**config.mk**
```make
export PLATFORM = sky130hd
export DESIGN_NAME = csr_bram_loader
export DESIGN_NICKNAME = d
export VERILOG_FILES = /design/src/rtl/csr_bram_loader.sv
export SDC_FILE = /design/constraint.sdc
export NUM_CORES = 1
export LEC_CHECK = 0
export CORE_MARGIN = 2
export CORE_UTILIZATION = 55
export CTS_BUF_LIST = sky130_fd_sc_hd__clkbuf_2 sky130_fd_sc_hd__clkbuf_4 sky130_fd_sc_hd__clkbuf_8
export CTS_CLUSTER_SIZE = 30
export DETAILED_ROUTE_END_ITERATION = 8
export PLACE_DENSITY_LB_ADDON = 0.15
export SLEW_MARGIN = 20
export SYNTH_ARGS = -nofsm -noshare
export SYNTH_HDL_FRONTEND = slang
export SYNTH_SLANG_ARGS = --single-unit
```
**constraint.sdc**
```tcl
create_clock -name clk -period 5.1 [get_ports clk]
set_input_delay 0.765 -clock clk [delete_from_list [all_inputs] [get_ports clk]]
set_output_delay 0.765 -clock clk [all_outputs]
set_load 0.01 [all_outputs]
```
**src/rtl/csr_bram_loader.sv**
```systemverilog
// Byte-stream loader that assembles little-endian 32-bit words of a CSR NFA image
// and writes them to a BRAM write port. Optional trailing checksum: CSR_LOADER_CHECKSUM_EN.
module csr_bram_loader #(
    parameter int ADDR_W = 20,
    parameter int DATA_W = 32,
    parameter int DEPTH  = 9514
) (
    input  logic              clk,
    input  logic              reset,
    input  logic              start,
    input  logic [7:0]        in_byte,
    input  logic              in_valid,
    output logic              in_ready,
    output logic [ADDR_W-1:0] wr_addr,
    output logic [DATA_W-1:0] wr_data,
    output logic              wr_en,
    output logic              busy,
    output logic              done,
    output logic              error,
    output logic [1:0]        error_code,
    output logic [ADDR_W-1:0] words_written
);

    typedef enum logic [2:0] {
        ST_IDLE = 3'd0,
        ST_HDR  = 3'd1,
        ST_DATA = 3'd2,
`ifdef CSR_LOADER_CHECKSUM_EN
        ST_CSUM = 3'd3,
`endif
        ST_DONE = 3'd4,
        ST_ERR  = 3'd5
    } state_t;

    state_t              state_q, state_d;
    logic [1:0]          bcnt_q, bcnt_d;
    logic [23:0]         acc_q, acc_d;
    logic [ADDR_W-1:0]   len_q, len_d;
    logic [ADDR_W-1:0]   ww_q, ww_d;
    logic                wr_en_q, wr_en_d;
    logic [ADDR_W-1:0]   wr_addr_q, wr_addr_d;
    logic [DATA_W-1:0]   wr_data_q, wr_data_d;
    logic [1:0]          ecode_q, ecode_d;
`ifdef CSR_LOADER_CHECKSUM_EN
    logic [DATA_W-1:0]   sum_q, sum_d;
    logic                cchk_q, cchk_d;
    logic                cmatch_q, cmatch_d;
`endif

    logic                ready_c;
    logic                accept;
    logic                word_last;
    logic [DATA_W-1:0]   word;

    always_comb begin
        state_d   = state_q;
        bcnt_d    = bcnt_q;
        acc_d     = acc_q;
        len_d     = len_q;
        ww_d      = ww_q;
        wr_en_d   = 1'b0;
        wr_addr_d = wr_addr_q;
        wr_data_d = wr_data_q;
        ecode_d   = ecode_q;
`ifdef CSR_LOADER_CHECKSUM_EN
        sum_d     = sum_q;
        cchk_d    = cchk_q;
        cmatch_d  = cmatch_q;
`endif

        // Input is closed during the write cycle of the final word so DONE follows it.
        ready_c = 1'b0;
        case (state_q)
            ST_HDR:  ready_c = 1'b1;
            ST_DATA: ready_c = (ww_q != len_q);
`ifdef CSR_LOADER_CHECKSUM_EN
            ST_CSUM: ready_c = !cchk_q;
`endif
            default: ready_c = 1'b0;
        endcase

        accept    = in_valid && ready_c;
        word_last = (bcnt_q == 2'd3);
        word      = {in_byte, acc_q};

        if (accept) begin
            bcnt_d = bcnt_q + 2'd1;
            case (bcnt_q)
                2'd0:    acc_d[7:0]   = in_byte;
                2'd1:    acc_d[15:8]  = in_byte;
                2'd2:    acc_d[23:16] = in_byte;
                default: acc_d        = acc_q;
            endcase
        end

        case (state_q)
            ST_IDLE, ST_DONE, ST_ERR: begin
                if (start) begin
                    state_d = ST_HDR;
                    ww_d    = '0;
                    ecode_d = '0;
                    bcnt_d  = '0;
                    acc_d   = '0;
`ifdef CSR_LOADER_CHECKSUM_EN
                    sum_d   = '0;
                    cchk_d  = 1'b0;
`endif
                end
            end
            ST_HDR: begin
                if (accept && word_last) begin
                    if (word > 32'(DEPTH)) begin
                        state_d = ST_ERR;
                        ecode_d = 2'b01;
                    end else if (word == '0) begin
`ifdef CSR_LOADER_CHECKSUM_EN
                        state_d = ST_CSUM;
`else
                        state_d = ST_DONE;
`endif
                    end else begin
                        state_d = ST_DATA;
                        len_d   = word[ADDR_W-1:0];
                    end
                end
            end
            ST_DATA: begin
                if (ww_q == len_q) begin
`ifdef CSR_LOADER_CHECKSUM_EN
                    state_d = ST_CSUM;
`else
                    state_d = ST_DONE;
`endif
                end else if (accept && word_last) begin
                    wr_en_d   = 1'b1;
                    wr_addr_d = ww_q;
                    wr_data_d = word;
                    ww_d      = ww_q + 1'b1;
`ifdef CSR_LOADER_CHECKSUM_EN
                    sum_d     = sum_q + word;
`endif
                end
            end
`ifdef CSR_LOADER_CHECKSUM_EN
            ST_CSUM: begin
                // Compare is registered so done/error appear two cycles after the last byte.
                if (cchk_q) begin
                    cchk_d = 1'b0;
                    if (cmatch_q) begin
                        state_d = ST_DONE;
                    end else begin
                        state_d = ST_ERR;
                        ecode_d = 2'b10;
                    end
                end else if (accept && word_last) begin
                    cchk_d   = 1'b1;
                    cmatch_d = (word == sum_q);
                end
            end
`endif
            default: state_d = ST_IDLE;
        endcase
    end

    always_ff @(posedge clk or posedge reset) begin
        if (reset) begin
            state_q   <= ST_IDLE;
            bcnt_q    <= '0;
            acc_q     <= '0;
            len_q     <= '0;
            ww_q      <= '0;
            wr_en_q   <= 1'b0;
            wr_addr_q <= '0;
            wr_data_q <= '0;
            ecode_q   <= '0;
`ifdef CSR_LOADER_CHECKSUM_EN
            sum_q     <= '0;
            cchk_q    <= 1'b0;
            cmatch_q  <= 1'b0;
`endif
        end else begin
            state_q   <= state_d;
            bcnt_q    <= bcnt_d;
            acc_q     <= acc_d;
            len_q     <= len_d;
            ww_q      <= ww_d;
            wr_en_q   <= wr_en_d;
            wr_addr_q <= wr_addr_d;
            wr_data_q <= wr_data_d;
            ecode_q   <= ecode_d;
`ifdef CSR_LOADER_CHECKSUM_EN
            sum_q     <= sum_d;
            cchk_q    <= cchk_d;
            cmatch_q  <= cmatch_d;
`endif
        end
    end

    assign in_ready      = ready_c;
    assign wr_en         = wr_en_q;
    assign wr_addr       = wr_addr_q;
    assign wr_data       = wr_data_q;
    assign busy          = (state_q == ST_HDR) || (state_q == ST_DATA)
`ifdef CSR_LOADER_CHECKSUM_EN
                           || (state_q == ST_CSUM)
`endif
                           ;
    assign done          = (state_q == ST_DONE);
    assign error         = (state_q == ST_ERR);
    assign error_code    = ecode_q;
    assign words_written = ww_q;

endmodule
```
==> results.cfg <==
[outcome]
status = completed

[worst_setup_path]
max_stage_delay_ns = 0.59
crit_arrival_ns = 3.12
cpMaxStageDelayCell = and3_1
path_cells = xor2_1 -> nor4_1 -> and3_1 -> nand2_1 -> nand2_1 -> nand2_1 -> clkdlybuf4s50_1
startpoint_type = register
path_max_fanout = 14
critPathBufInv = 1
path_class = reg -> out
crit_path_end_kind = output pin
crit_required_ns = 4.34
crit_top_cell = nand2_1
critPathTopFamily = simple AND/OR/NAND/NOR gates

[die]
floorplan.die_area_um2 = 11100
core-area_um2 = 10100
die_h_um = 105
dieWidth_um = 105
num_rows = 37
start_util_pct = 55.8
pin_count = 91

[clocking]
ctsHoldBuffers = 0
cts_tree = built
clk_path_buf_depth = 2
htreeDepth = 4
clk_pin_slew_worst_paths_ns = 0.07
cts.sinks = 123
postCtsSetupRepairBufs = 0
cts_resized = 0
cts_made_buffers = 17
clock_latency_ns = 0.43
root_buffer = clkbuf_8

[logic_synthesis]
synth_ff_type = dfrtp_1
netlist.area_leader.share_pct = 54.4
ys_seq_area_share_pct = 54.4
ys_ff_latch = 123
syn_avg_cell_area_um2 = 9.49
syn_nets = 613
yosys.area.top_type = dfrtp_1
synthTopCellsByCount = nand2_1, dfrtp_1, o21ai_0
yosysMostFrequentCell = nand2_1
async_flop_share_pct = 100
synth_warnings = 0
syn-cell-area_um2 = 5660
yosysUniqueCellTypes = 51
netlist_top_cells_area = dfrtp_1, nand2_1, mux2_4
synth_edf_count = 0
synth_cells = 596

[sta]
max_freq_mhz = 258
setup_tns_ns = 0
skew_ns = 0.0110
min_period_ns = 3.88
rsz0062_at_grt = false
tightest_slew_ns = 0.962
fin_crit_sh_pct = 76.1
drv_slew = 0
relSlewSlack_pct = 35.7
final-setup-viol-count = 0
finalHoldViolCount = 0
fin_ws_ns = 1.22

[route]
postRouteAntennaNets = 0
first_pass_iters = 6
route.detailed.drc = 0
routedWlPerCell_um = 17.0
drt_iter0_drc = 299
drt-vias-per-instance = 5.60
drt-total-wl_mm = 14.0
via_count = 4600

[placed_design]
dp_slack_ns = 1.54
dp_hpwl_mm = 9.35
numPortBuffers = 89
gp_congestion = 0.887

[finish]
final_core_util_pct = 69.6
fin_nets = 690
syn2layout_area_growth_pct = 24.7
drive_gt1_share_pct = 9.78
antenna_cells = 0
n_fill_cell = 798

[grt]
antenna_found_initial = 0
grt_use_total_pct = 27.0
grt_pass1_vias = 4555
grt_pass1_wl_mm = 23.4
grt_max_degree = 67
grt-ovfl-total = 0

[min_path]
hold_class = reg -> reg

[flow_run]
maxCapViolations = 0

[power]
ir_worst_vdd_uv = 222
p_per_area_nw_per_um2 = 374
cellLeakagePower_uw = 0.00339
[cells by family (layout without fill, tap and decap cells)]
group / after synthesis / count (layout) / synth area share (%)
AOI/OAI and AO/OA: 86 / 86 / 10.7
DFF: 123 / 123 / 54.4
adders and majority gates: 5 / 5 / 1.11
other: 1 / 1 / 0.0663
xor gates and xnor gates: 21 / 21 / 3.25
buffers and inverters: 46 / 135 / 3.92
and+or+nand+nor: 298 / 298 / 22.5
muxes: 16 / 16 / 4.05
[worst paths after layout]
path / depth (start not counted) / to / slack [ns] / start
max in group asynchronous: 3 / wr_data[30] / 3.33 / reset
worst max-delay path: 7 / in_ready / 1.22 / words_written[16]
worst min register to register: 2 / wr_data[29] / 0.48 / wr_data[29]
min in group asynchronous: 2 / wr_data[31] / 0.71 / reset
worst max register to register: 8 / words_written[0] / 2.06 / words_written[16]
worst min-delay path: 2 / wr_data[29] / 0.48 / wr_data[29]
[stage by stage]
step / cells / power (µW) / hold slack (ns) / area [µm²]
2_1_floorplan: 596 / 1460 / 0.461 / 5660
5_1_grt: 821 / 2770 / 0.505 / 7050
3_5_place_dp: 790 / 1630 / 0.462 / 6580
4_1_cts: 821 / 2650 / 0.481 / 7050
6_report: 821 / 2640 / 0.478 / 7050
3_3_place_gp: 790 / 1610 / 0.458 / 6580
[power breakdown]
group / leakage, µW / internal (µW) / total [µW] / switching (µW)
Sequential: 0.00168 / 1080 / 1210 / 131
Clock: 0.000243 / 647 / 1020 / 372
Combinational: 0.00147 / 150 / 412 / 262
Total: 0.00339 / 1870 / 2640 / 765
[registers in the layout (all words and copies together), names as in the netlist]
| name | flops |
|---|---|
| wr_addr | 20 |
| state_q | 3 |
| wr_data | 32 |
| acc_q | 24 |
| len_q | 20 |
| words_written | 20 |
| bcnt_q | 2 |
| wr_en | 1 |
| error_code | 1 |
[final cells by class]
class / count / area, µm² / share of cell area, %
Tap cell: 136 / 170 / 2.41
Multi-Input combinational cell: 427 / 2370 / 33.6
Inverter: 11 / 43.8 / 0.621
Clock buffer: 24 / 312 / 4.42
Timing Repair Buffer: 93 / 921 / 13.1
Clock inverter: 7 / 160 / 2.27
Sequential cell: 123 / 3080 / 43.6
[per-layer routing]
| layer | vias up | global-route usage [%] | part of all wire [%] | wire length [µm] |
|---|---|---|---|---|
| met5 | - | 0 | 0 | 0 |
| met4 | 0 | 8.76 | 1.3 | 181 |
| met3 | 18 | 6.37 | 5.5 | 769 |
| met2 | 161 | 42.1 | 49 | 6820 |
| met1 | 2263 | 37.4 | 44 | 6210 |
| li1 | 2158 | - | - | - |
[cell usage in the layout, fill, tap and decap left out, drive strengths merged, types with 3 or more instances in the layout]
| cell | count |
|---|---|
| o2bb2ai | 12 |
| a21oi | 11 |
| a21o | 3 |
| xor2 | 12 |
| mux2 | 16 |
| nor2 | 16 |
| nor3 | 8 |
| bufinv | 5 |
| o21ai | 32 |
| nand3 | 15 |
| clkdlybuf4s50 | 89 |
| and2 | 7 |
| nand2b | 3 |
| and3 | 4 |
| a2111oi | 9 |
| dfrtp | 123 |
| buf | 4 |
| nand2 | 217 |
| xnor2 | 9 |
| ha | 5 |
| or2 | 3 |
| clkbuf | 24 |
| nor4 | 9 |
| a211oi | 4 |
| a22o | 3 |
| nand4 | 11 |
| inv | 11 |
[worst reg2reg max path, delay by kind of cell, from the launching register on]
kind | cells | cell delay [ns]
simple gates | 3 | 1.42
flops | 1 | 0.50
compound gates | 1 | 0.18
xor+xnor | 1 | 0.22
buf+inv | 2 | 0.36
mux | 1 | 0.29
(Power assumes the default switching activity.)
